[config.mk]
export PLATFORM = sky130hd
export DESIGN_NAME = cpu8_core
export DESIGN_NICKNAME = d
export VERILOG_FILES = /design/src/rtl/cpu8_core.sv
export SDC_FILE = /design/constraint.sdc
export NUM_CORES = 2
export LEC_CHECK = 0
export BUFFER_PORTS_ARGS = -buffer_cell sky130_fd_sc_hd__buf_4
export CORE_MARGIN = 2
export CORE_UTILIZATION = 50
export DETAILED_ROUTE_END_ITERATION = 6
export PLACE_DENSITY_LB_ADDON = 0.05
export SETUP_SLACK_MARGIN = 0.1
export SLEW_MARGIN = 20
export SYNTH_ARGS = -nofsm -noshare
export SYNTH_HDL_FRONTEND = slang
export SYNTH_HIERARCHICAL = 1
export SYNTH_SLANG_ARGS = --single-unit
[constraint.sdc]
create_clock -name CLK -period 5.25 [get_ports CLK]
set_clock_uncertainty 0.05 [all_clocks]
set_input_delay 0.2625 -clock CLK [delete_from_list [all_inputs] [get_ports CLK]]
set_output_delay 0.2625 -clock CLK [all_outputs]
set_load 0.005 [all_outputs]
[src/rtl/cpu8_core.sv]
// cpu8_core: 8-bit single-cycle processor core.
// It decodes the instruction, drives an ALU, an 8x8 register file and a
// 256-byte data memory, and computes the next PC for branches and jumps.
//
// Ports:
//   CLK          system clock; all state changes on the rising edge
//   RESET        synchronous, active-high reset
//   INSTRUCTION  32-bit instruction word for the current PC (combinational)
//   PC           byte address of the current instruction
//
// Parameter:
//   MEM_LATENCY  number of BUSYWAIT cycles per data-memory access (>= 1)
//
// Build option:
//   CPU8_MEM_STALL_EN  when defined, every load or store stalls the core for
//                      MEM_LATENCY cycles and then commits. When undefined,
//                      BUSYWAIT is tied low and every instruction takes one
//                      cycle.

package cpu8_pkg;
    typedef enum logic [1:0] {
        ALU_FWD = 2'd0,
        ALU_ADD = 2'd1,
        ALU_AND = 2'd2,
        ALU_OR  = 2'd3
    } alu_op_e;
endpackage

// 8-bit ALU: forward, add, and, or. Carry out is dropped.
module cpu8_alu
    import cpu8_pkg::*;
(
    input  logic [7:0] a,
    input  logic [7:0] b,
    input  alu_op_e    op,
    output logic [7:0] result,
    output logic       zero
);
    always_comb begin
        result = b;
        case (op)
            ALU_FWD: result = b;
            ALU_ADD: result = a + b;
            ALU_AND: result = a & b;
            ALU_OR:  result = a | b;
            default: result = b;
        endcase
    end

    assign zero = (result == 8'd0);
endmodule

// 8x8 register file: two asynchronous read ports, one synchronous write port.
module cpu8_reg_file (
    input  logic       CLK,
    input  logic       RESET,
    input  logic [2:0] rd_addr1,
    input  logic [2:0] rd_addr2,
    input  logic [2:0] wr_addr,
    input  logic [7:0] wr_data,
    input  logic       wr_en,
    output logic [7:0] rd_data1,
    output logic [7:0] rd_data2
);
    logic [7:0] regs [8];

    always_ff @(posedge CLK) begin
        if (RESET) begin
            for (int i = 0; i < 8; i++) regs[i] <= 8'd0;
        end else if (wr_en) begin
            regs[wr_addr] <= wr_data;
        end
    end

    assign rd_data1 = regs[rd_addr1];
    assign rd_data2 = regs[rd_addr2];
endmodule

// 256-byte data memory: asynchronous read, write on the rising edge.
module cpu8_data_memory (
    input  logic       CLK,
    input  logic       RESET,
    input  logic [7:0] addr,
    input  logic [7:0] wr_data,
    input  logic       wr_en,
    output logic [7:0] rd_data
);
    logic [7:0] mem [256];

    always_ff @(posedge CLK) begin
        if (RESET) begin
            for (int i = 0; i < 256; i++) mem[i] <= 8'd0;
        end else if (wr_en) begin
            mem[addr] <= wr_data;
        end
    end

    assign rd_data = mem[addr];
endmodule

module cpu8_core
    import cpu8_pkg::*;
#(
    parameter int MEM_LATENCY = 5
) (
    input  logic        CLK,
    input  logic        RESET,
    input  logic [31:0] INSTRUCTION,
    output logic [31:0] PC
);
    logic [7:0] opcode;
    logic [7:0] offset;
    logic [2:0] rd;
    logic [2:0] rs;
    logic [2:0] rt;
    logic [7:0] imm;

    logic       imm_sel;
    logic       negate;
    alu_op_e    alu_op;
    logic       reg_we;
    logic       mem_rd;
    logic       mem_wr;
    logic       jump;
    logic       branch;

    logic [7:0] rs_data;
    logic [7:0] rt_data;
    logic [7:0] operand_b;
    logic [7:0] alu_b;
    logic [7:0] alu_result;
    logic       alu_zero;
    logic [7:0] mem_rdata;
    logic [7:0] wb_data;
    logic       busywait;

    logic [31:0] pc_plus4;
    logic [31:0] pc_target;
    logic [31:0] pc_next;

    logic unused_instr_bits;

    assign opcode = INSTRUCTION[31:24];
    assign offset = INSTRUCTION[23:16];
    assign rd     = INSTRUCTION[18:16];
    assign rs     = INSTRUCTION[10:8];
    assign rt     = INSTRUCTION[2:0];
    assign imm    = INSTRUCTION[7:0];
    assign unused_instr_bits = ^INSTRUCTION[15:11];

    always_comb begin
        imm_sel = 1'b0;
        negate  = 1'b0;
        alu_op  = ALU_FWD;
        reg_we  = 1'b0;
        mem_rd  = 1'b0;
        mem_wr  = 1'b0;
        jump    = 1'b0;
        branch  = 1'b0;
        case (opcode)
            8'h00: begin imm_sel = 1'b1; reg_we = 1'b1; end
            8'h01: reg_we = 1'b1;
            8'h02: begin alu_op = ALU_ADD; reg_we = 1'b1; end
            8'h03: begin alu_op = ALU_ADD; negate = 1'b1; reg_we = 1'b1; end
            8'h04: begin alu_op = ALU_AND; reg_we = 1'b1; end
            8'h05: begin alu_op = ALU_OR;  reg_we = 1'b1; end
            8'h06: jump = 1'b1;
            8'h07: begin alu_op = ALU_ADD; negate = 1'b1; branch = 1'b1; end
            8'h08: begin mem_rd = 1'b1; reg_we = 1'b1; end
            8'h09: begin mem_rd = 1'b1; reg_we = 1'b1; imm_sel = 1'b1; end
            8'h0A: mem_wr = 1'b1;
            8'h0B: begin mem_wr = 1'b1; imm_sel = 1'b1; end
            default: ;
        endcase
    end

    assign operand_b = imm_sel ? imm : rt_data;
    // sub and beq add the two's complement, so equality shows up as ZERO.
    assign alu_b     = negate ? (8'd0 - operand_b) : operand_b;
    assign wb_data   = mem_rd ? mem_rdata : alu_result;

    cpu8_reg_file u_rf (
        .CLK      (CLK),
        .RESET    (RESET),
        .rd_addr1 (rs),
        .rd_addr2 (rt),
        .wr_addr  (rd),
        .wr_data  (wb_data),
        .wr_en    (reg_we && !busywait),
        .rd_data1 (rs_data),
        .rd_data2 (rt_data)
    );

    cpu8_alu u_alu (
        .a      (rs_data),
        .b      (alu_b),
        .op     (alu_op),
        .result (alu_result),
        .zero   (alu_zero)
    );

    cpu8_data_memory u_dmem (
        .CLK     (CLK),
        .RESET   (RESET),
        .addr    (alu_result),
        .wr_data (rs_data),
        .wr_en   (mem_wr && !busywait),
        .rd_data (mem_rdata)
    );

`ifdef CPU8_MEM_STALL_EN
    // Down-counter of remaining stall cycles. The first cycle of an access
    // is busy with the counter idle; it loads MEM_LATENCY-1 and counts to
    // terminal count 0, where BUSYWAIT drops and the access commits.
    localparam int CW = (MEM_LATENCY > 1) ? $clog2(MEM_LATENCY) : 1;

    logic          mem_access;
    logic          stall_active;
    logic [CW-1:0] stall_cnt;

    assign mem_access = mem_rd || mem_wr;
    assign busywait   = mem_access && !(stall_active && (stall_cnt == '0));

    always_ff @(posedge CLK) begin
        if (RESET) begin
            stall_active <= 1'b0;
            stall_cnt    <= '0;
        end else if (mem_access) begin
            if (!stall_active) begin
                stall_active <= 1'b1;
                stall_cnt    <= CW'(MEM_LATENCY - 1);
            end else if (stall_cnt == '0) begin
                stall_active <= 1'b0;
            end else begin
                stall_cnt <= stall_cnt - CW'(1);
            end
        end else begin
            stall_active <= 1'b0;
            stall_cnt    <= '0;
        end
    end
`else
    // Without stalling the latency parameter has no effect.
    localparam int unused_mem_latency = MEM_LATENCY;
    assign busywait = 1'b0;
`endif

    assign pc_plus4  = PC + 32'd4;
    assign pc_target = pc_plus4 + {{22{offset[7]}}, offset, 2'b00};
    assign pc_next   = (jump || (branch && alu_zero)) ? pc_target : pc_plus4;

    always_ff @(posedge CLK) begin
        if (RESET) begin
            PC <= 32'd0;
        end else if (!busywait) begin
            PC <= pc_next;
        end
    end
endmodule

# Word level (Yosys, flattened, before mapping)
# Memory sizes are Yosys's and may differ from the RTL's.
# Cells that the tools add are included.
# W data, S select, Z words.
[totals]
inputBits = 34
n_memories = 2
wordCells = 63
reg_bits = 32
ram_bits = 2112
[memory_table]
columns = ["name", "words", "width", "rd", "rd_clocked_by_memory_dff", "wr", "line", "rtl"]
rows = [
  ["u_dmem.mem", 256, 8, 1, 0, 256, "88", "logic [7:0] mem [256];"],
  ["u_rf.regs", 8, 8, 2, 0, 8, "65", "logic [7:0] regs [8];"],
]
[op_classes]
bitwise_logic = 2
n_reduce_logical = 13
n_eq_ne = 14
muxes = 27
n_addsub = 4
[ops]
columns = ["op", "n"]
rows = [
  ["$mux W8", 6],
  ["$add A32 B3 Y32 const B", 1],
  ["$add A32 B32 Y32", 1],
  ["$eq A8 B3 Y1 const B", 4],
  ["$eq A8 B4 Y1 const B", 4],
  ["$mux W32", 1],
  ["$pmux W8 S4", 1],
  ["$reduce_or A8 Y1", 3],
  ["$mux W1", 17],
  ["$eq A8 B2 Y1 const B", 2],
  ["$logic_not A8 Y1", 2],
  ["$add A8 B8 Y8", 1],
  ["$and A8 B8 Y8", 1],
  ["$eq A8 B1 Y1 const B", 1],
  ["$or A8 B8 Y8", 1],
  ["$sub A1 B8 Y8 const A", 1],
  ["$pmux W2 S3", 1],
  ["$reduce_or A2 Y1", 3],
  ["$reduce_or A3 Y1", 2],
  ["$eq A2 B2 Y1 const B", 2],
  ["$mux W3", 1],
  ["$eq A2 B1 Y1 const B", 1],
  ["$logic_not A2 Y1", 1],
  ["$logic_and A1 B1 Y1", 1],
  ["$logic_or A1 B1 Y1", 1],
]

# Longest topological paths before layout
[logic_depth]
ltp_word = 12
depth_mapped = 26

# Cells and area by module
# Netlist, hierarchy kept.
[modules_own_cells]
columns = ["module", "area_per_inst_um2", "instances", "cells_per_inst", "seq_area_each_um2"]
rows = [
  ["cpu8_data_memory", 94688.3, 1, 6267, 61499.0],
  ["cpu8_core", 3577.2, 1, 453, 600.6],
  ["cpu8_reg_file", 3525.9, 1, 222, 1921.8],
  ["cpu8_alu", 696.9, 1, 80, 0.0],
]

# Worst setup path after synthesis
# No wires, ideal clock.
[synth_path]
path_type = "input to register"
from = "in INSTRUCTION[29]"
to = "mem u_rf.regs[3][0], data pin"
n_path_buf = 4
required_time_ns = 4.932
path_stages = 24
path_slack_ns = -0.490
arrival_time_ns = 5.422
cell_sequence = "or4_1 -> clkbuf_1 -> nor3_2 -> buf_2 -> mux2i_1 -> ha_1 -> nor2_1 -> xnor2_1 -> inv_1 -> ha_1 -> a21oi_1 -> nand2_1 -> xor2_1 -> mux4_1 -> and2_1 -> clkbuf_1 -> clkbuf_1 -> a22oi_1 -> a21oi_1 -> o41ai_1 -> nand4_1 -> mux2_2 -> clkinv_1 -> nor3_1"
[synth_rtl]
columns = ["item", "line", "rtl"]
rows = [
  ["start, declared", "108", "input logic [31:0] INSTRUCTION,"],
  ["end, declared", "65", ""],
]

==> impl_metrics.yaml <==
placed_design:
  place_area_um2: 115000
  place_ws_ns: -1.24
  dp_hpwl_um: 189000
  gp_congestion: 0.866
  io_buffers: 58
pwr:
  clkPwrFrac_pct: 38.3
  power.switching_uw: 10500
  power_uw: 41400
  p_leak_uw: 0.0531
  combPwrFrac_pct: 14.7
  pwr-share-seq_pct: 47.0
  intPower_uw: 30800
  power_density_nw_per_um2: 332
  ir_drop_mv: 0.382
  switching_share_pct: 25.5
final_layout:
  regArea_um2: 64000
  nets: 7683
  area_growth_pct: 21.6
  multi_input_comb_area_um2: 36300
  fillers: 15373
  final_area_um2: 125000
  drive_above_1_share_pct: 31.7
worst_setup_path:
  start_kind: "register"
  reg2reg_slack_ns: -0.77
  cp_slowest_cell: "mux4_4"
  worst_ep_arrival_time_ns: 6.55
  cp.required_ns: 5.78
  path_buf_inv: 7
  worst_path_most_repeated_cell: "buf_16"
  max_stage_delay_ns: 0.65
  critPathKind: "reg2reg"
  r2r-end: "u_rf/regs[3][4]$_SDFFCE_PN0P_"
  r2r_cells: 22
  cp_top_family: "multiplexers"
  endpoint_kind: "register"
  crit_chain: "mux4_2 -> mux2_4 -> mux2i_4 -> ha_4 -> nor2_4 -> a21oi_4 -> fa_1 -> mux4_4 -> buf_16 -> buf_16 -> buf_16 -> buf_8 -> buf_6 -> mux4_2 -> a22oi_2 -> a21oi_2 -> o41ai_2 -> buf_4 -> nand4_1 -> mux2_4 -> clkinv_4 -> nor3_1"
  r2r_start: "u_rf/regs[5][0]$_SDFFCE_PN0P_"
  cp_max_fo: 8
global_routing:
  grt_max_degree: 175
  track_usage_pct: 28.4
  grt_first_pass_wirelength_um: 443000
  grt_overflow: 0
  antenna_found_initial: 4
  grt_pass1_vias: 66284
outcome:
  failed_checks: "setup timing"
  outcome: "complete, but fails checks"
floorplan:
  fp.coreArea_um2: 204000
  die_x_um: 457
  rows: 166
  start_util_pct: 50.2
  dieHeight_um: 457
  die_area_um2: 209000
  ioPinCount: 66
synth:
  synth_top_area_share_pct: 61.9
  async_flop_share_pct: 0
  yosys.area_share.simple_pct: 14.4
  seq_area_frac_synth_pct: 62.5
  synth_xor_area_share_pct: 0.530
  netlist_top_cells_area: "edfxtp_1 62%, and3_1 12%, mux4_2 11%"
  synth_warnings: 6
  synth-edff-count: 2112
  yosys_register_bits: 2142
  synth_common_cells: "2,112 x edfxtp_1, 1,896 x and3_1, 794 x clkbuf_1"
  synth_adder_area_share_pct: 0.708
  yosysMostFrequentCell: "edfxtp_1"
  syn_inst: 7022
  synth_compound_area_share_pct: 5.45
  synth_top_area_cell: "edfxtp_1"
  netlist_area_um2: 102000
  synth_flop_cell: "edfxtp_1"
  synth_top_family_by_area: "simple AND/OR/NAND/NOR gates"
  syn_area_per_cell_um2: 14.6
  muxShareOfSynthArea_pct: 12.6
  synthDistinctLibCells: 76
min_path:
  hp-start: "INSTRUCTION[26]"
  hold_path_end: "PC[13]$_SDFF_PP0_"
  hold_class: "in2reg"
  holdPathStages: 6
clocking:
  clkTransAtPathRegs_ns: 0.06
  cts_sinks: 2142
  clockRootBuffer: "clkbuf_16"
  insertion_delay_ns: 0.90
  numCtsBuffers: 226
  h-tree-depth: 4
  clockBufferDepth: 3
  cts_tree: "done"
routing:
  vias: 65612
  wl_um: 300000
  dr.pass1.iters: 6
  routedWlPerCell_um: 28.6
  drtIter0Drc: 6888
  ant_nets: 0
  drc: 0
  vias_per_cell: 6.26
sta:
  fin_hold_ws_ns: 0.146
  setup_viol: 3734
  grt_setup_unrepaired: "yes"
  relSlewSlack_pct: 21.6
  fin_crit_sh_pct: 115
  fmax_mhz: 166
  worst_slack_ns: -0.767
  hold_viol_final: 0
  min_period_ns: 6.02
  finalMaxSlewViolations: 0
  tightest_slew_ns: 1.17
run:
  drv_cap: 0
==> logic make-up (layout without fill, tap and decap cells) <==
kind of cell,after synthesis,after routing
simple gates,2413,2413
mux,587,587
buf+inv,973,1735
xor+xnor,62,62
fa+ha+maj,57,57
flops,2142,2142
other cells,1,5
compound gates,787,787
==> timing repair <==
action,CTS,global route
hold buffers,11,0
setup endpoints to repair,4190,4190
pin swaps,44,40
buffers inserted,11,23
resized for setup,216,144
endpoints found under the hold margin,8,0
cloned,14,7
==> metrics by stage <==
| stage | std cells | util, % | setup TNS (ns) |
|---|---|---|---|
| finish | 10476 | 61.0 | -667.56 |
| floorplan | 7023 | - | -154.03 |
| global placement | 9988 | 56.2 | -2406.86 |
| CTS | 10445 | 60.5 | -1085.99 |
| detailed placement | 9989 | 56.2 | -2393.27 |
| global route | 10475 | 61.0 | -1446.17 |
==> power by group through the flow <==
stage                     Combinational [uW]  Clock, uW  Sequential [uW]
after floorplan                         2960          0            19700
after global routing                    6370      16800            19500
after CTS                               5880      16100            19500
after global placement                  5440          0            19800
final                                   6090      15800            19500
after detailed placement                5480          0            19800
==> per-layer routing <==
metal	wire length [um]	vias to the layer above	global-route usage [%]
li1	-	28799	-
met3	20100	452	3.69
met2	145000	2388	46.4
met1	124000	33973	39.7
met5	0	-	0
met4	10100	0	9.53
==> cell usage in the layout, fill, tap and decap left out, drive strengths merged, types with 5 or more instances in the layout <==
cell	count
dfxtp	30
o21ai	23
clkinvlp	7
bufinv	20
nand4	15
xnor2	38
a21oi	162
buf	1254
and3	1896
nor4	5
nand2b	17
or2	27
nor3	100
mux4	551
mux2i	11
mux2	25
a211oi	22
o21bai	14
nand2	46
nor2b	15
edfxtp	2112
nand3	21
xor2	24
clkinv	114
and2	177
a22oi	256
dlygate4sd3	11
ha	54
inv	43
clkbuf	283
o41ai	33
nor2	75
a21o	250
or3	6
==> how the worst max path moves through the flow <==
| stage | slack [ns] | endpoint | depth (start not counted) | startpoint |
|---|---|---|---|---|
| 6_report | -0.77 | u_rf/regs[3][4]$_SDFFCE_PN0P_ | 22 | u_rf/regs[5][0]$_SDFFCE_PN0P_ |
| 5_1_grt | -0.84 | u_rf/regs[3][4]$_SDFFCE_PN0P_ | 22 | u_rf/regs[7][1]$_SDFFCE_PN0P_ |
| 4_1_cts | -0.72 | u_rf/regs[3][0]$_SDFFCE_PN0P_ | 20 | u_rf/regs[5][0]$_SDFFCE_PN0P_ |
| 3_5_place_dp | -1.24 | u_rf/regs[3][0]$_SDFFCE_PN0P_ | 19 | INSTRUCTION[0] |
| 3_3_place_gp | -1.17 | u_rf/regs[1][6]$_SDFFCE_PN0P_ | 21 | INSTRUCTION[0] |
| 2_1_floorplan | -0.13 | u_rf/regs[3][6]$_SDFFCE_PN0P_ | 22 | INSTRUCTION[29] |
==> area by class of cell <==
class	count	area share [%]
sequential	2142	51.4
multi-input combinational	3908	29.1
timing repair buffer	1275	10.8
clock buffer	276	4.76
tap	2688	2.70
clock inverter	144	1.07
inverter	40	0.165
antenna	3	0.00602
==> registers in the layout, summed over array words and instances (netlist names) <==
name        cells
PC             30
u_dmem/mem   2048
u_rf/regs      64
==> worst min-delay path: stages <==
cell       delay (ns)
buf_4            0.13
buf_4            0.16
o2111ai_1        0.08
buf_4            0.19
or3_1            0.13
a21oi_1          0.05
Note: power is estimated with default switching activity, not from simulation.
